==> src/rtl/bitcoin_nonce_search.sv <==
// rtl/bitcoin_nonce_search.sv - double SHA-256 nonce sweep over a 19-word header on a single-port memory bus
// Optional target comparator with early exit is enabled by defining BTC_TARGET_SEARCH_EN.
module bitcoin_nonce_search #(
  parameter int          NUM_NONCES = 16,
  parameter logic [31:0] NONCE_BASE = 32'h0
) (
  input  logic        clk,
  input  logic        reset_n,
  input  logic        start,
  input  logic [15:0] message_addr,
  input  logic [15:0] output_addr,
  input  logic [31:0] target,
  input  logic [31:0] mem_read_data,
  output logic        done,
  output logic        found,
  output logic [31:0] found_nonce,
  output logic        mem_clk,
  output logic        mem_we,
  output logic [15:0] mem_addr,
  output logic [31:0] mem_write_data
);

  typedef enum logic [3:0] {
    S_IDLE, S_READ, S_BLK1, S_FIN1, S_BLK2, S_FIN2, S_BLK3, S_FIN3, S_WR, S_DONE
  } state_t;

  localparam logic [31:0] K [64] = '{
    32'h428a2f98, 32'h71374491, 32'hb5c0fbcf, 32'he9b5dba5, 32'h3956c25b, 32'h59f111f1, 32'h923f82a4, 32'hab1c5ed5,
    32'hd807aa98, 32'h12835b01, 32'h243185be, 32'h550c7dc3, 32'h72be5d74, 32'h80deb1fe, 32'h9bdc06a7, 32'hc19bf174,
    32'he49b69c1, 32'hefbe4786, 32'h0fc19dc6, 32'h240ca1cc, 32'h2de92c6f, 32'h4a7484aa, 32'h5cb0a9dc, 32'h76f988da,
    32'h983e5152, 32'ha831c66d, 32'hb00327c8, 32'hbf597fc7, 32'hc6e00bf3, 32'hd5a79147, 32'h06ca6351, 32'h14292967,
    32'h27b70a85, 32'h2e1b2138, 32'h4d2c6dfc, 32'h53380d13, 32'h650a7354, 32'h766a0abb, 32'h81c2c92e, 32'h92722c85,
    32'ha2bfe8a1, 32'ha81a664b, 32'hc24b8b70, 32'hc76c51a3, 32'hd192e819, 32'hd6990624, 32'hf40e3585, 32'h106aa070,
    32'h19a4c116, 32'h1e376c08, 32'h2748774c, 32'h34b0bcb5, 32'h391c0cb3, 32'h4ed8aa4a, 32'h5b9cca4f, 32'h682e6ff3,
    32'h748f82ee, 32'h78a5636f, 32'h84c87814, 32'h8cc70208, 32'h90befffa, 32'ha4506ceb, 32'hbef9a3f7, 32'hc67178f2
  };

  localparam logic [31:0] IV [8] = '{
    32'h6a09e667, 32'hbb67ae85, 32'h3c6ef372, 32'ha54ff53a,
    32'h510e527f, 32'h9b05688c, 32'h1f83d9ab, 32'h5be0cd19
  };

  localparam logic [15:0] LAST_IDX = 16'(NUM_NONCES - 1);

  function automatic logic [31:0] rotr(input logic [31:0] x, input int n);
    return (x >> n) | (x << (32 - n));
  endfunction

  state_t      state_q, state_d;
  logic [5:0]  rc_q, rc_d;
  logic [15:0] idx_q, idx_d;
  logic        found_q, found_d;
  logic [31:0] found_nonce_q, found_nonce_d;
  logic        mem_we_q, mem_we_d;
  logic [15:0] mem_addr_q, mem_addr_d;
  logic [31:0] mem_wdata_q, mem_wdata_d;
  logic [31:0] st_q [8];
  logic [31:0] st_d [8];
  logic [31:0] mid_q [8];
  logic [31:0] mid_d [8];
  logic [31:0] w_q [16];
  logic [31:0] w_d [16];
  logic [31:0] hdr_q [3];
  logic [31:0] hdr_d [3];

  logic [31:0] t1, t2, w_new, nonce, nonce_ld, h0;
  logic        last, exit_now, load_blk2;

  assign last  = (idx_q == LAST_IDX);
  assign nonce = NONCE_BASE + {16'h0, idx_q};
  assign h0    = IV[0] + st_q[0];

`ifdef BTC_TARGET_SEARCH_EN
  assign exit_now = last | found_q;
`else
  logic unused_target;
  assign exit_now      = last;
  assign unused_target = ^target;
`endif

  always_ff @(posedge clk or negedge reset_n) begin
    if (!reset_n) begin
      state_q       <= S_IDLE;
      rc_q          <= '0;
      idx_q         <= '0;
      found_q       <= 1'b0;
      found_nonce_q <= '0;
      mem_we_q      <= 1'b0;
      mem_addr_q    <= '0;
      mem_wdata_q   <= '0;
    end else begin
      state_q       <= state_d;
      rc_q          <= rc_d;
      idx_q         <= idx_d;
      found_q       <= found_d;
      found_nonce_q <= found_nonce_d;
      mem_we_q      <= mem_we_d;
      mem_addr_q    <= mem_addr_d;
      mem_wdata_q   <= mem_wdata_d;
    end
  end

  always_ff @(posedge clk) begin
    st_q  <= st_d;
    mid_q <= mid_d;
    w_q   <= w_d;
    hdr_q <= hdr_d;
  end

  always_comb begin
    state_d = state_q;
    case (state_q)
      S_IDLE, S_DONE: if (start) state_d = S_READ;
      S_READ:         if (rc_q == 6'd19) state_d = S_BLK1;
      S_BLK1:         if (rc_q == 6'd63) state_d = S_FIN1;
      S_FIN1:         state_d = S_BLK2;
      S_BLK2:         if (rc_q == 6'd63) state_d = S_FIN2;
      S_FIN2:         state_d = S_BLK3;
      S_BLK3:         if (rc_q == 6'd63) state_d = S_FIN3;
      S_FIN3:         state_d = S_WR;
      S_WR:           state_d = exit_now ? S_DONE : S_BLK2;
      default:        state_d = S_IDLE;
    endcase
  end

  always_comb begin
    done           = (state_q == S_DONE);
    found          = found_q;
    found_nonce    = found_nonce_q;
    mem_clk        = clk;
    mem_we         = mem_we_q;
    mem_addr       = mem_addr_q;
    mem_write_data = mem_wdata_q;
  end

  always_comb begin
    st_d          = st_q;
    mid_d         = mid_q;
    w_d           = w_q;
    hdr_d         = hdr_q;
    rc_d          = rc_q;
    idx_d         = idx_q;
    found_d       = found_q;
    found_nonce_d = found_nonce_q;
    mem_we_d      = 1'b0;
    mem_addr_d    = mem_addr_q;
    mem_wdata_d   = mem_wdata_q;
    load_blk2     = 1'b0;

    t1 = st_q[7] + (rotr(st_q[4], 6) ^ rotr(st_q[4], 11) ^ rotr(st_q[4], 25))
       + ((st_q[4] & st_q[5]) ^ (~st_q[4] & st_q[6])) + K[rc_q] + w_q[0];
    t2 = (rotr(st_q[0], 2) ^ rotr(st_q[0], 13) ^ rotr(st_q[0], 22))
       + ((st_q[0] & st_q[1]) ^ (st_q[0] & st_q[2]) ^ (st_q[1] & st_q[2]));
    w_new = (rotr(w_q[14], 17) ^ rotr(w_q[14], 19) ^ (w_q[14] >> 10)) + w_q[9]
          + (rotr(w_q[1], 7) ^ rotr(w_q[1], 18) ^ (w_q[1] >> 3)) + w_q[0];

    case (state_q)
      S_IDLE, S_DONE: begin
        if (start) begin
          found_d       = 1'b0;
          found_nonce_d = '0;
          idx_d         = '0;
          rc_d          = '0;
          mem_addr_d    = message_addr;
        end
      end
      S_READ: begin
        // read data lags the address by one cycle, so rc counts captures one behind
        rc_d       = (rc_q == 6'd19) ? 6'd0 : rc_q + 6'd1;
        mem_addr_d = message_addr + {10'h0, rc_q} + 16'd1;
        if (rc_q >= 6'd1 && rc_q <= 6'd16) begin
          for (int k = 0; k < 15; k++) w_d[k] = w_q[k+1];
          w_d[15] = mem_read_data;
        end
        case (rc_q)
          6'd17:   hdr_d[0] = mem_read_data;
          6'd18:   hdr_d[1] = mem_read_data;
          6'd19:   hdr_d[2] = mem_read_data;
          default: ;
        endcase
        if (rc_q == 6'd19) st_d = IV;
      end
      S_BLK1, S_BLK2, S_BLK3: begin
        rc_d  = rc_q + 6'd1;
        st_d  = '{t1 + t2, st_q[0], st_q[1], st_q[2], st_q[3] + t1, st_q[4], st_q[5], st_q[6]};
        for (int k = 0; k < 15; k++) w_d[k] = w_q[k+1];
        w_d[15] = w_new;
      end
      S_FIN1: begin
        for (int k = 0; k < 8; k++) begin
          mid_d[k] = IV[k] + st_q[k];
          st_d[k]  = IV[k] + st_q[k];
        end
        load_blk2 = 1'b1;
      end
      S_FIN2: begin
        for (int k = 0; k < 8; k++) w_d[k] = mid_q[k] + st_q[k];
        for (int k = 9; k < 15; k++) w_d[k] = '0;
        w_d[8]  = 32'h80000000;
        w_d[15] = 32'd256;
        st_d    = IV;
      end
      S_FIN3: begin
        mem_we_d    = 1'b1;
        mem_addr_d  = output_addr + idx_q;
        mem_wdata_d = h0;
`ifdef BTC_TARGET_SEARCH_EN
        if (!found_q && (h0 < target)) begin
          found_d       = 1'b1;
          found_nonce_d = nonce;
        end
`endif
      end
      S_WR: begin
        if (!exit_now) begin
          idx_d     = idx_q + 16'd1;
          st_d      = mid_q;
          load_blk2 = 1'b1;
        end
      end
      default: ;
    endcase

    nonce_ld = NONCE_BASE + {16'h0, idx_d};
    if (load_blk2) begin
      for (int k = 0; k < 16; k++) w_d[k] = '0;
      w_d[0]  = hdr_d[0];
      w_d[1]  = hdr_d[1];
      w_d[2]  = hdr_d[2];
      w_d[3]  = nonce_ld;
      w_d[4]  = 32'h80000000;
      w_d[15] = 32'd640;
    end
  end

endmodule

==> config.mk <==
export PLATFORM = sky130hd
export DESIGN_NAME = bitcoin_nonce_search
export DESIGN_NICKNAME = d
export VERILOG_FILES = /design/src/rtl/bitcoin_nonce_search.sv
export SDC_FILE = /design/constraint.sdc
export NUM_CORES = 2
export LEC_CHECK = 0
export BUFFER_PORTS_ARGS = -buffer_cell sky130_fd_sc_hd__clkbuf_2
export CORE_MARGIN = 3
export CORE_UTILIZATION = 58
export CTS_CLUSTER_SIZE = 8
export DETAILED_ROUTE_END_ITERATION = 8
export PLACE_DENSITY = 0.74
export SLEW_MARGIN = 20
export SYNTH_ARGS = -nofsm -noshare
export SYNTH_HDL_FRONTEND = slang
export SYNTH_SLANG_ARGS = --single-unit
==> constraint.sdc <==
create_clock -name clk -period 27 [get_ports clk]
set_clock_uncertainty 0.1 [all_clocks]
set_input_delay 5.4 -clock clk [delete_from_list [all_inputs] [get_ports clk]]
set_output_delay 5.4 -clock clk [all_outputs]
set_load 0.1 [all_outputs]
Word-level counts from Yosys, hierarchy flattened
Memories as Yosys holds them, arrays and structs flattened.
Index checks and enable logic that the tools add are counted.
{"block": "totals", "reg_bits": 1195, "rom_bits": 2048, "out_inout_bits": 84, "memories": 1}
{"name": "(no name shown)", "words": 64, "width": 32, "read_ports": 1, "rd_clocked_by_memory_dff": 0, "write_ports": 0, "line": "151", "source": "+ ((st_q[4] & st_q[5]) ^ (~st_q[4] & st_q[6])) + K[rc_q] + w_q[0];"}
{"block": "op_classes", "n_addsub": 31, "n_lt_le_gt_ge": 3, "eq_ne": 22, "n_mux": 30, "bitwise_logic": 28, "reduce_logical": 15}
{"operator": "$pmux 512 s3", "count": 1}
{"operator": "$pmux 256 s5", "count": 1}
{"operator": "$mux 512", "count": 2}
{"operator": "$add 32x32->32", "count": 18}
{"operator": "$mux 256", "count": 2}
{"operator": "$xor 32x32->32", "count": 9}
{"operator": "$and 32x32->32", "count": 5}
{"operator": "$mux 32", "count": 5}
{"operator": "$add 31x32->32 const A", "count": 3}
{"operator": "$add 32x32->32 const A", "count": 3}
{"operator": "$mux 96", "count": 1}
{"operator": "$mux 16", "count": 3}
{"operator": "$pmux 16 s3", "count": 1}
{"operator": "$pmux 4 s9", "count": 1}
{"operator": "$add 16x1->16 const B", "count": 2}
{"operator": "$add 29x32->32 const A", "count": 1}
{"operator": "$add 30x32->32 const A", "count": 1}
{"operator": "$not 32->32", "count": 1}
{"operator": "$or 10x32->32", "count": 1}
{"operator": "$or 13x32->32", "count": 1}
{"operator": "$or 14x32->32", "count": 1}
{"operator": "$or 15x32->32", "count": 1}
{"operator": "$or 19x32->32", "count": 1}
{"operator": "$or 21x32->32", "count": 1}
{"operator": "other kinds (38)", "count": 63}

Logic depth before layout (Yosys ltp)
{"block": "logic_depth", "depth_word": 9, "mapped_depth": 38, "mapped_depth_nobuf": 35}

==> impl_metrics.json <==
{
  "status": "finished clean",
  "yosysSeqAreaShare": 0.3854,
  "syn_area_per_cell_um2": 9.257,
  "grt_overflow": 0,
  "htreeDepth": 4,
  "mostFrequentLayoutCells": "nand2_1, edfxtp_1, o21ai_0, nor2_1, a21oi_1",
  "cts_root_buf": "clkbuf_16",
  "dp_worst_setup_slack_ps": 7654,
  "path_max_fanout": 16,
  "hold_path.class": "flip-flop to flip-flop",
  "fin_setup_tns_ps": 0,
  "drcViolationCount": 0,
  "synthFlopType": "edfxtp_1",
  "num_rows": 135,
  "drtIter0Drc": 8820,
  "track_usage": 0.4182,
  "clk_path_buf_depth": 3,
  "final_common_cell": "nand2_1",
  "required_ps": 21500,
  "areaGrowthSynthToFinish_pct": 8.875,
  "hold_violations": 0,
  "cp_common_cell": "clkbuf_16",
  "layout-drive-gt1-share": 0.06990,
  "hpwl_um": 224000,
  "critPathBufInv": 4,
  "die-area_um2": 141100,
  "dp.cells": 10090,
  "fp.dieH_um": 375.6,
  "fillers": 11250,
  "viasPerCell": 6.646,
  "insertion_delay_ps": 820,
  "numCtsBuffers": 170,
  "io_buffers": 117,
  "gp_congestion": 1.024,
  "synthCells": 8561,
  "cts_resized": 0,
  "synth_edf_count": 624,
  "io_pins": 183,
  "layout_setup_ws_ps": 6919,
  "yosysWarnings": 0,
  "final_cells": 10390,
  "design.core.area_um2": 135600,
  "antenna_found_initial": 15,
  "end_kind": "output pin",
  "startpoint_type": "clock port",
  "timing_worst_setup_path_type": "clock port to output pin",
  "critPathArrivalTime_ps": 14580,
  "fin_nets": 9202,
  "slew_viol_final": 0,
  "cts_setup_buffers": 0,
  "first_global_vias": 64350,
  "setup-violations-final": 0,
  "synth_area_um2": 79250,
  "maxCapViolCount": 0,
  "yosys.cell_types.count": 101,
  "vias": 69020,
  "cts_tree": "built",
  "grt_max_degree": 206,
  "start_util": 0.5843,
  "ant_nets": 0,
  "seq_area_um2": 30550,
  "slowest_delay_ps": 360,
  "async_reset_ff_frac": 0.06276,
  "wl_um": 301900,
  "cts.clk_slew.worst_paths_ps": 50,
  "drtPass1Iterations": 8,
  "die_w_um": 375.6,
  "cts_hold_buf": 0,
  "ys_ff_latch": 1195,
  "tightest_slew_ps": 1253,
  "cpMaxStageDelayCell": "clkbuf_2",
  "relSlewSlack": 0.1561,
  "path_cells": "clkbuf_16 > clkbuf_16 > clkbuf_16 > clkbuf_2",
  "whs_ps": 337.4,
  "crit_family": "buffers and inverters",
  "grt_pass1_wl_um": 435000,
  "multi_input_area_um2": 44920,
  "post_drt_wl_per_cell_um": 29.07,
  "rsz0062_at_grt": "no"
}
-- sequential cells by signal, indices dropped and copies added (netlist names), 4 cells and up --
name and cells:
st_q 256, mem_write_data 32, idx_q 16, rc_q 6, state_q 4, hdr_q 96
w_q 512, mem_addr 16, mid_q 256
-- cell usage after synthesis, types with 46 or more instances --
| library cell | instances | area [um2] |
|---|---|---|
| a211oi_1 | 74 | 555.5 |
| a21o_1 | 234 | 1757 |
| a21oi_1 | 545 | 2728 |
| a221oi_1 | 113 | 989.7 |
| a22o_1 | 182 | 1594 |
| a22oi_1 | 157 | 1179 |
| a31oi_1 | 129 | 807.0 |
| and3_1 | 70 | 437.9 |
| buf_1 | 62 | 232.7 |
| clkbuf_1 | 407 | 1528 |
| dfrtp_1 | 75 | 1877 |
| dfxtp_1 | 496 | 9930 |
| edfxtp_1 | 624 | 18740 |
| fa_1 | 199 | 3984 |
| ha_1 | 423 | 5293 |
| inv_1 | 517 | 1941 |
| mux2_2 | 88 | 991.0 |
| nand2_1 | 928 | 3483 |
| nand2b_1 | 69 | 431.7 |
| nand3_1 | 202 | 1011 |
| nor2_1 | 549 | 2061 |
| nor2b_1 | 53 | 331.6 |
| nor3_1 | 155 | 775.7 |
| o21a_1 | 61 | 457.9 |
| o21ai_0 | 596 | 2983 |
| o21bai_1 | 61 | 457.9 |
| or3_1 | 46 | 287.8 |
| xnor2_1 | 453 | 3968 |
| xor2_1 | 330 | 2890 |
-- worst min-delay path, cell delays in order (launching register included) --
cell,delay (ps)
dfxtp_1,300
nand2_1,60
nand2_1,50
-- final timing paths --
path / start / end / slack, ps / cells past startpoint
min: hdr_q[6]$_DFF_P_ / hdr_q[6]$_DFF_P_ / 340 / 2
max: clk / mem_clk / 6920 / 4
max in group asynchronous: reset_n / rc_q[2]$_DFFE_PN0P_ / 21290 / 2
min reg2reg: hdr_q[6]$_DFF_P_ / hdr_q[6]$_DFF_P_ / 340 / 2
max reg2reg: rc_q[2]$_DFFE_PN0P_ / st_q[255]$_DFFE_PP_ / 16950 / 32
min in group asynchronous: reset_n / mem_write_data[10]$_DFFE_PN0P_ / 4390 / 1
-- through the flow --
step | util | instance area, um2
final | 0.6361 | 86280
after global routing | 0.6360 | 86270
after CTS | 0.6360 | 86270
after detailed placement | 0.5984 | 81160
after global placement | 0.5983 | 81160
after floorplan | - | 79370
-- metal layers --
layer  share of wire  up-vias  global-route usage
met5         0.00016        -                   0
met4           0.074        6              0.2616
met3            0.11      762              0.1040
met2            0.42     4148              0.6073
met1            0.39    33440              0.5603
li1                -    30660                   -
-- area by class of cell --
| class | instances | area share |
|---|---|---|
| Multi-Input combinational cell | 6362 | 0.5206 |
| Sequential cell | 1195 | 0.3540 |
| Clock buffer | 272 | 0.05460 |
| Tap cell | 1781 | 0.02583 |
| Inverter | 523 | 0.02290 |
| Timing Repair Buffer | 228 | 0.01723 |
| Clock inverter | 18 | 0.004640 |
| Antenna cell | 7 | 0.0002030 |
-- cell families (layout without fill, tap and decap cells) --
| kind of cell | Yosys count | count (layout) | synth area share |
|---|---|---|---|
| simple gates | 2209 | 2209 | 0.1237 |
| buf+inv | 1036 | 1041 | 0.05107 |
| fa+ha+maj | 624 | 624 | 0.1173 |
| flops | 1195 | 1195 | 0.3854 |
| xor+xnor | 784 | 784 | 0.08674 |
| mux | 133 | 133 | 0.01835 |
| other cells | 1 | 40 | 0.00004732 |
| compound gates | 2579 | 2579 | 0.2174 |
Power is left out: the tool's default activity adds up to more than one toggle a clock period on the data nets, which glitch-free logic cannot reach.
